**src/rtl/maskmul_pkg.sv**
```systemverilog
// Shared definitions for masked-multiplier codec blocks: widths, LFSR
// polynomial and seed, LFSR step and share unmasking helpers.
package maskmul_pkg;

  localparam int unsigned W_DEF  = 2;
  localparam int unsigned LFSR_W = 32;

  // Galois taps for x^32 + x^22 + x^2 + x + 1
  localparam logic [LFSR_W-1:0] LFSR_POLY     = 32'h80200003;
  localparam logic [LFSR_W-1:0] LFSR_SEED_DEF = 32'hACE12461;

  // One right-shifting Galois step
  function automatic logic [LFSR_W-1:0] lfsr_step(input logic [LFSR_W-1:0] s);
    logic [LFSR_W-1:0] n;
    n = {1'b0, s[LFSR_W-1:1]};
    if (s[0]) n = n ^ LFSR_POLY;
    return n;
  endfunction

  // Remove the output mask from a masked result (callers narrow to their width)
  function automatic logic [LFSR_W-1:0] unmask(input logic [LFSR_W-1:0] qm,
                                               input logic [LFSR_W-1:0] mq);
    return qm ^ mq;
  endfunction

endpackage

```
**src/rtl/maskmul_lfsr.sv**
```systemverilog
// Free-running 32-bit Galois LFSR used as a mask source.
// Ports: clk, reset (sync, active-high, reloads seed), seed, state (current value).
module maskmul_lfsr
  import maskmul_pkg::*;
(
  input  logic              clk,
  input  logic              reset,
  input  logic [LFSR_W-1:0] seed,
  output logic [LFSR_W-1:0] state
);

  logic [LFSR_W-1:0] state_q;
  logic [LFSR_W-1:0] state_d;

  always_comb begin
    state_d = lfsr_step(state_q);
  end

  always_ff @(posedge clk) begin
    if (reset) state_q <= seed;
    else       state_q <= state_d;
  end

  assign state = state_q;

endmodule

```
**src/rtl/maskmul_share_codec.sv**
```systemverilog
// Masked-share encoder/decoder around a maskmul instance, with a result histogram.
// Ports: clk/reset; in_valid/in_ready/in_a/in_b/mask_en plaintext input;
// am/bm/ma/mb/mq shares and masks to maskmul; qm masked result back;
// out_valid/out_q/out_a/out_b plaintext result; hist_clr/hist_sel/hist_count/
// hist_total histogram control and readout.
module maskmul_share_codec
  import maskmul_pkg::*;
#(
  parameter int unsigned       W         = W_DEF,
  parameter int unsigned       DUT_LAT   = 1,
  parameter logic [LFSR_W-1:0] LFSR_SEED = LFSR_SEED_DEF,
  parameter int unsigned       CNT_W     = 16
) (
  input  logic             clk,
  input  logic             reset,
  input  logic             in_valid,
  output logic             in_ready,
  input  logic [W-1:0]     in_a,
  input  logic [W-1:0]     in_b,
  input  logic             mask_en,
  output logic [W-1:0]     am,
  output logic [W-1:0]     bm,
  output logic [W-1:0]     ma,
  output logic [W-1:0]     mb,
  output logic [W-1:0]     mq,
  input  logic [W-1:0]     qm,
  output logic             out_valid,
  output logic [W-1:0]     out_q,
  output logic [W-1:0]     out_a,
  output logic [W-1:0]     out_b,
  input  logic             hist_clr,
  input  logic [W-1:0]     hist_sel,
  output logic [CNT_W-1:0] hist_count,
  output logic [CNT_W-1:0] hist_total
);

  localparam int unsigned      DEPTH   = DUT_LAT + 1;
  localparam int unsigned      NBINS   = 1 << W;
  localparam logic [CNT_W-1:0] CNT_MAX = '1;

  logic [LFSR_W-1:0] lfsr_state;

  maskmul_lfsr u_lfsr (
    .clk   (clk),
    .reset (reset),
    .seed  (LFSR_SEED),
    .state (lfsr_state)
  );

  // Upper LFSR bits are not needed as masks
  if (3 * W < LFSR_W) begin : g_lfsr_hi
    logic unused_lfsr_hi;
    assign unused_lfsr_hi = ^lfsr_state[LFSR_W-1:3*W];
  end

  logic             in_ready_q;
  logic [W-1:0]     am_q, bm_q, ma_q, mb_q, mq_q;
  logic [W-1:0]     am_d, bm_d, ma_d, mb_d, mq_d;
  logic             accept_c;

  logic             dl_vld_q [DEPTH];
  logic [W-1:0]     dl_a_q   [DEPTH];
  logic [W-1:0]     dl_b_q   [DEPTH];
  logic [W-1:0]     dl_mq_q  [DEPTH];

  logic             out_valid_q;
  logic [W-1:0]     out_q_q, out_a_q, out_b_q;
  logic [W-1:0]     out_q_d;

  logic [CNT_W-1:0] bin_q [NBINS];
  logic [CNT_W-1:0] total_q;

  assign accept_c = in_valid && in_ready_q;

  // Encode: masks come from the pre-step LFSR state; idle slots carry zeros
  always_comb begin
    ma_d = '0;
    mb_d = '0;
    mq_d = '0;
    am_d = '0;
    bm_d = '0;
    if (accept_c && mask_en) begin
      ma_d = lfsr_state[W-1:0];
      mb_d = lfsr_state[2*W-1:W];
      mq_d = lfsr_state[3*W-1:2*W];
    end
    if (accept_c) begin
      am_d = in_a ^ ma_d;
      bm_d = in_b ^ mb_d;
    end
  end

  // Decode: qm lines up with the oldest delay-line slot
  always_comb begin
    out_q_d = '0;
    if (dl_vld_q[DEPTH-1]) begin
      out_q_d = W'(unmask(LFSR_W'(qm), LFSR_W'(dl_mq_q[DEPTH-1])));
    end
  end

  always_ff @(posedge clk) begin
    if (reset) begin
      in_ready_q  <= 1'b0;
      am_q        <= '0;
      bm_q        <= '0;
      ma_q        <= '0;
      mb_q        <= '0;
      mq_q        <= '0;
      out_valid_q <= 1'b0;
      out_q_q     <= '0;
      out_a_q     <= '0;
      out_b_q     <= '0;
      for (int i = 0; i < DEPTH; i++) begin
        dl_vld_q[i] <= 1'b0;
        dl_a_q[i]   <= '0;
        dl_b_q[i]   <= '0;
        dl_mq_q[i]  <= '0;
      end
    end else begin
      in_ready_q  <= 1'b1;
      am_q        <= am_d;
      bm_q        <= bm_d;
      ma_q        <= ma_d;
      mb_q        <= mb_d;
      mq_q        <= mq_d;
      dl_vld_q[0] <= accept_c;
      dl_a_q[0]   <= accept_c ? in_a : '0;
      dl_b_q[0]   <= accept_c ? in_b : '0;
      dl_mq_q[0]  <= mq_d;
      for (int i = 1; i < DEPTH; i++) begin
        dl_vld_q[i] <= dl_vld_q[i-1];
        dl_a_q[i]   <= dl_a_q[i-1];
        dl_b_q[i]   <= dl_b_q[i-1];
        dl_mq_q[i]  <= dl_mq_q[i-1];
      end
      out_valid_q <= dl_vld_q[DEPTH-1];
      out_q_q     <= out_q_d;
      out_a_q     <= dl_a_q[DEPTH-1];
      out_b_q     <= dl_b_q[DEPTH-1];
    end
  end

  // Histogram: saturating counters, clear wins over a same-cycle increment
  always_ff @(posedge clk) begin
    if (reset || hist_clr) begin
      for (int i = 0; i < NBINS; i++) bin_q[i] <= '0;
      total_q <= '0;
    end else if (out_valid_q) begin
      if (bin_q[out_q_q] != CNT_MAX) bin_q[out_q_q] <= bin_q[out_q_q] + CNT_W'(1);
      if (total_q != CNT_MAX)        total_q        <= total_q + CNT_W'(1);
    end
  end

  assign in_ready   = in_ready_q;
  assign am         = am_q;
  assign bm         = bm_q;
  assign ma         = ma_q;
  assign mb         = mb_q;
  assign mq         = mq_q;
  assign out_valid  = out_valid_q;
  assign out_q      = out_q_q;
  assign out_a      = out_a_q;
  assign out_b      = out_b_q;
  assign hist_count = bin_q[hist_sel];
  assign hist_total = total_q;

endmodule

```
**config.mk**
```make
export PLATFORM = sky130hd
export DESIGN_NAME = maskmul_share_codec
export DESIGN_NICKNAME = d
export VERILOG_FILES = /design/src/rtl/maskmul_pkg.sv /design/src/rtl/maskmul_lfsr.sv /design/src/rtl/maskmul_share_codec.sv
export SDC_FILE = /design/constraint.sdc
export NUM_CORES = 1
export LEC_CHECK = 0
export CAP_MARGIN = 10
export CORE_ASPECT_RATIO = 1.2
export CORE_MARGIN = 4
export CORE_UTILIZATION = 30
export CTS_CLUSTER_DIAMETER = 30
export CTS_CLUSTER_SIZE = 28
export DETAILED_ROUTE_END_ITERATION = 16
export GPL_TIMING_DRIVEN = 0
export HOLD_SLACK_MARGIN = 0.03
export PLACE_DENSITY = 0.45
export SYNTH_ARGS = -nofsm -noshare
export SYNTH_HDL_FRONTEND = slang
export SYNTH_SLANG_ARGS = --single-unit
```
**constraint.sdc**
```tcl
create_clock -name clk -period 6.19 [get_ports clk]
set_input_delay 0.619 -clock clk [delete_from_list [all_inputs] [get_ports clk]]
set_output_delay 0.619 -clock clk [all_outputs]
set_load 0.02 [all_outputs]
```
==> results_dict.tcl, run 1 <==
set metrics [dict create \
    dieArea_mm2 0.0222 \
    synth_cells 470 \
    htreeDepth 4 \
    drt_first_pass_iters 5 \
    crit_required_ps 6130 \
    syn_avg_cell_area_um2 12.7 \
    grt_usage_pct 13.8 \
    startpoint_type "flop" \
    coreArea_mm2 0.0195 \
    die_width_um 137 \
    path_class "reg2reg" \
    period_minus_slack_ps 4500 \
    hold_path_startpoint "u_lfsr.state[6]" \
    maxCapViolCount 0 \
    finish.utilization_pct 38.3 \
    num_vias 3889 \
    synth-seq-cells 142 \
    hp-class "reg2reg" \
    setup_violations 0 \
    slowest_stage "o21ai_2" \
    grt_max_degree 17 \
    cts_resized 0 \
    clock_latency_ps 420 \
    synthFlopType "dfxtp_1" \
    finalHoldViolCount 0 \
    arrival_ps 4440 \
    maxSlewHeadroom_pct 30.8 \
    clockBufferDepth 2 \
    cts-buffers-inserted 17 \
    drc 0 \
    synth_cell_types 46 \
    ios 63 \
    place_area_mm2 0.00691 \
    clkSinkCount 142 \
    crit_chain "buf_2 > buf_4 > mux4_1 > ha_1 > nand2_1 > o22ai_1 > nand4_1 > o21ai_2 > buf_2 > nand2_1" \
    postRouteAntennaNets 0 \
    fin_skew_ps 5.31 \
    start_util_pct 30.5 \
    final_common_cell "nor2_1" \
    rr_startpoint "out_q[1]" \
    grt_pass1_wl_um 23100 \
    overflow 0 \
    cts_tree "built" \
    fmax_ghz 0.222 \
    clk_pin_slew_ps 60 \
    power_switching_mw 0.486 \
    io_buffer_count 59 \
    r2r_end "bin_q[1][7]" \
    post_cts_buffers 0 \
    r2r_cells 10 \
    viasPerCell 4.73 \
    final_cell_mix "nor2_1, dfxtp_1, edfxtp_1" \
    power_density_mw_per_mm2 289 \
    drv_slew 0 \
    cp-end-kind "flop" \
    rsz0062_at_grt "no" \
    setup_tns_ps 0 \
    synth_area_mm2 0.00596 \
    worstPathMaxFanout 16 \
    drt_iter0_markers 223 \
    dp_hpwl_um 9750 \
    nFillCells 1905 \
    multiInputGateArea_mm2 0.00233 \
    netSwitchingFraction_pct 22.4 \
    grt_pass1_vias 4150 \
    power.internal_mw 1.68 \
    routabilityCongestion 0.744 \
    clock-root-buffer "clkbuf_16" \
    finalWirelength_um 14400 \
    syn_nets 485 \
    post-route-cell-area_mm2 0.00749 \
    async_flop_share_pct 0 \
    ys_seq_area_share_pct 58.4 \
    outcome "finished, final reports clean" \
    hold_buffers 0 \
    worstHoldEndpoint "u_lfsr.state[5]" \
    core.rowCount 56 \
    synth_edf_count 64 \
    antenna_found_initial 0 \
    min_period_over_period_pct 72.7 \
    min_path_cells 1 \
    max_stage_delay_ps 610 \
    wl_per_cell_um 17.5 \
    die_h_um 162 \
    seqPwrFrac_pct 47.5 \
    seq_area_mm2 0.00348 \
    reg2reg_slack_ps 1690 \
    tightest_slew_ps 1040 \
    leakage_nw 2.68 \
    drive_gt1_share_pct 14.4 \
    diodes 0 \
    yosysWarningCount 0 \
    vdd_ir_drop_max_v 0.000177 \
    clockPowerShare_pct 46.0 \
    nets 564 \
    comb_power_share_pct 6.5 \
    area_growth_pct 25.7 \
]
sequential cells by signal, summed over array words and instances (netlist names), 2 cells and up:
signal        flops
ma                2
out_b             2
dl_b_q            4
bin_q            64
dl_vld_q          2
hist_total       16
out_a             2
am                2
mb                2
dl_mq_q           3
out_q             2
bm                2
u_lfsr.state     32
dl_a_q            4
layout make-up:
cell class                 count  share of cell area (%)
inverter                       8                   0.401
sequential                   142                    46.5
buffer                        24                    1.82
multi-input combinational    296                    31.0
clock inverter                11                    1.37
clock buffer                  21                    6.45
tap                          261                    4.36
timing repair buffer          60                    8.08
cells in the mapped netlist, types with 2 or more instances:
cell	instances	area share, %
nor2_1	80	5.0
nand4_1	5	0.52
clkbuf_1	12	0.76
edfxtp_1	64	32
dfxtp_1	78	26
o31ai_1	2	0.25
mux4_2	18	6.8
o211ai_1	2	0.25
ha_1	2	0.42
a31oi_1	2	0.21
xor2_1	11	1.6
and4_1	2	0.29
a21oi_1	9	0.76
or3_1	3	0.31
buf_4	5	0.63
and2_1	8	0.84
o211ai_2	3	0.63
and3_1	7	0.73
o21ai_0	2	0.17
nor2b_1	29	3.0
buf_1	2	0.13
buf_2	3	0.25
nand3_1	9	0.76
mux4_1	14	6.2
nor4_1	4	0.42
nand2_1	25	1.6
xnor2_1	22	3.2
nor3_1	7	0.59
or2_2	12	1.3
mux2i_1	4	0.67
inv_1	7	0.44
a211oi_1	3	0.38
layer usage:
metal  part of all wire [%]  track usage [%]  up-vias
met2                     50             23.2       90
li1                       -                -     1848
met5                      0                0        -
met1                     44             17.0     1938
met3                    4.6             3.89       13
met4                    1.2             4.77        0
stage by stage:
stage | hold slack [ps] | setup WS (ps) | total power, mW | instances
2_1_floorplan | 389 | 2330 | 1.13 | 470
3_3_place_gp | 398 | 819 | 1.19 | 790
3_5_place_dp | 394 | 1580 | 1.19 | 791
4_1_cts | 411 | 1570 | 2.19 | 823
5_1_grt | 426 | 1350 | 2.26 | 823
6_report | 409 | 1690 | 2.17 | 823
worst max-delay path, delay by kind of cell, from the launching register on:
kind                     cells  cell delay (ps)
multiplexers                 1              260
flip-flops                   1              430
adder cells (fa/ha/maj)      1              240
buffers and inverters        3              990
AO/OA/AOI/OAI                2              940
AND/OR/NAND/NOR              3             1120
worst max-delay path by stage:
stage	from	to	slack, ps	cells past startpoint
finish	out_q[1]	bin_q[1][7]	1690	10
global route	out_q[1]	bin_q[1][11]	1350	10
CTS	out_q[1]	bin_q[1][2]	1570	10
detailed placement	out_q[1]	bin_q[0][10]	1580	10
global placement	out_q[0]	bin_q[3][10]	820	9
floorplan	out_q[0]	bin_q[3][0]	2330	9
power groups by stage:
stage,Combinational [mW],Sequential (mW),Clock [mW]
detailed placement,0.143,1.05,0
floorplan,0.0871,1.05,0
finish,0.140,1.03,0.998
global route,0.153,1.03,1.07
global placement,0.141,1.05,0
CTS,0.144,1.03,1.02
cell families (layout without fill, tap and decap cells):
logic type	Yosys count	count (layout)	share of synthesized area, %
AND/OR/NAND/NOR	197	197	16.5
flip-flops	142	142	58.4
multiplexers	36	36	13.6
XOR/XNOR	33	33	4.85
buffers and inverters	32	124	2.79
AO/OA/AOI/OAI	28	28	3.36
adder cells (fa/ha/maj)	2	2	0.420
(Power assumes the default switching activity.)
==> run 2, diff against run 1 <==
--- a/config.mk
+++ b/config.mk
@@ -14,7 +14,7 @@
 export DETAILED_ROUTE_END_ITERATION = 16
 export GPL_TIMING_DRIVEN = 0
 export HOLD_SLACK_MARGIN = 0.03
-export PLACE_DENSITY = 0.45
+export PLACE_DENSITY = 0.46
 export SYNTH_ARGS = -nofsm -noshare
 export SYNTH_HDL_FRONTEND = slang
 export SYNTH_SLANG_ARGS = --single-unit
==> constraint.sdc (replaced) <==
create_clock -name clk -period 3.75 [get_ports clk]
set_input_delay 0.375 -clock clk [delete_from_list [all_inputs] [get_ports clk]]
set_output_delay 0.375 -clock clk [all_outputs]
set_load 0.02 [all_outputs]
==> run 2 against run 1 <==
  * Register-to-register slack worse by 1400 ps
  * Largest cell class unchanged
  * Highest routed layer unchanged
  * Flip-flop and latch count stayed put
  * Cell count is 0.36% higher
  * Worst setup slack worse by 1400 ps
  * Utilization is 0.37 points higher
  * Design area is 0.97% higher
==> results_dict.tcl, run 2 (synthesis gave the netlist of run 1 again) <==
set metrics [dict create \
    outcome "finished, final reports clean" \
    reg2reg_slack_ps 260 \
    hp-class "in2reg" \
    rr_startpoint "out_q[1]" \
    p_total_mw 3.60 \
    power_switching_mw 0.784 \
    regMostFlops "bin_q" \
    crit_cells 11 \
    die_h_um 162 \
    die_width_um 137 \
    finalHoldViolCount 0 \
    drt_iter0_markers 203 \
    whs_ps 375 \
    viasPerCell 4.75 \
    setup_violations 0 \
    clockPowerShare_pct 46.3 \
    final_common_cell "nor2_1" \
    nets 567 \
    nFillCells 1872 \
    critPathBufInv 4 \
    worst_path_most_repeated_cell "buf_4" \
    cts_tree "built" \
    fin_skew_ps 4.85 \
    grt_max_degree 17 \
    area_growth_pct 26.9 \
    min_period_over_period_pct 93.2 \
    largest_reg_flops 64 \
    startpoint_type "flop" \
    clock_latency_ps 410 \
    r2r_cells 11 \
    num_vias 3926 \
    max_stage_delay_ps 440 \
    routabilityCongestion 0.776 \
    antenna_found_initial 0 \
    dp_hpwl_um 9810 \
    postRouteAntennaNets 0 \
    io_buffer_count 59 \
    drc 0 \
    post-route-cell-area_mm2 0.00757 \
    drive_gt1_share_pct 14.5 \
    htreeDepth 4 \
    power_density_mw_per_mm2 476 \
    overflow 0 \
    cp-end-kind "flop" \
    path_class "reg2reg" \
    drt_first_pass_iters 6 \
    min_path_cells 2 \
    drv_slew 0 \
    worstHoldEndpoint "u_lfsr.state[3]" \
    worstPathMaxFanout 16 \
    final_cell_mix "nor2_1, dfxtp_1, edfxtp_1" \
    hold_path_startpoint "reset" \
    crit_chain "clkbuf_4 > buf_4 > mux4_1 > ha_1 > nand2_1 > o22ai_1 > nand4_1 > buf_4 > o211ai_4 > buf_4 > nand2_4" \
    comb_power_share_pct 6.5 \
    crit_family "buffers and inverters" \
    wl_per_cell_um 17.4 \
    maxCapViolCount 0 \
    power.internal_mw 2.82 \
    period_minus_slack_ps 3490 \
    slowest_stage "dfxtp_1" \
    crit_required_ps 3800 \
    rsz0062_at_grt "no" \
    grt_pass1_wl_um 23100 \
    start_util_pct 30.5 \
    coreArea_mm2 0.0195 \
    r2r_end "bin_q[2][11]" \
    clock-root-buffer "clkbuf_16" \
    clockBufferDepth 2 \
    vdd_ir_drop_max_v 0.000305 \
    diodes 0 \
    core.rowCount 56 \
    place_area_mm2 0.00691 \
    grt_usage_pct 13.7 \
    seqPwrFrac_pct 47.2 \
    cts-buffers-inserted 17 \
    tightest_slew_ps 1110 \
    grt_pass1_vias 4124 \
    ios 63 \
    dieArea_mm2 0.0222 \
    leakage_nw 2.71 \
    fmax_ghz 0.286 \
    maxSlewHeadroom_pct 25.4 \
    clk_pin_slew_ps 60 \
    arrival_ps 3540 \
    clkSinkCount 142 \
    netSwitchingFraction_pct 21.8 \
    finalWirelength_um 14400 \
]
[run 2: final cells by class]
cell class                      count  area [um2]  area share (%)
Tap cell                          261         327            4.32
Clock buffer                       19         433            5.72
Inverter                            8        30.0           0.397
Clock inverter                     13         148            1.95
Sequential cell                   142        3480            46.0
Buffer                             24         144            1.90
Multi-Input combinational cell    296        2370            31.4
Timing Repair Buffer               63         628            8.30
[run 2: timing repair]
action | CTS | global route
pin swaps | 1 | 0
hold buffers | 0 | 0
endpoints found under the setup margin | 48 | 48
hold endpoints to repair | 0 | 0
buffers inserted | 3 | 0
gates resized for setup | 9 | 3
[run 2: power groups by stage]
stage / registers (mW) / clock network, mW / logic (mW)
3_5_place_dp: 1.73 / 0 / 0.236
3_3_place_gp: 1.73 / 0 / 0.232
2_1_floorplan: 1.73 / 0 / 0.144
4_1_cts: 1.70 / 1.70 / 0.239
6_report: 1.70 / 1.67 / 0.233
5_1_grt: 1.71 / 1.78 / 0.253
[run 2: stage by stage]
stage	setup TNS (ps)	setup slack, ps	cells	utilization [%]
floorplan	0	372	470	-
global placement	-44520	-760	790	35.2
detailed placement	-36040	-779	791	35.3
CTS	0	96.8	826	38.7
global route	0	43.7	826	38.7
finish	0	256	826	38.7
[run 2: worst max path at each step]
stage	slack [ps]	from	endpoint
after floorplan	370	out_q[0]	bin_q[3][0]
after global placement	-760	out_q[1]	bin_q[1][10]
after detailed placement	-780	out_q[1]	bin_q[1][10]
after CTS	100	out_q[1]	bin_q[1][12]
after global routing	40	out_q[1]	bin_q[2][11]
final	260	out_q[1]	bin_q[2][11]
[run 2: layer usage]
layer  GRT usage, %  vias to the layer above  wire (um)
li1               -                     1853          -
met1           16.9                     1951       6180
met2           22.9                       99       7210
met3           3.77                       23        707
met4           5.18                        0        296
met5              0                        -          0
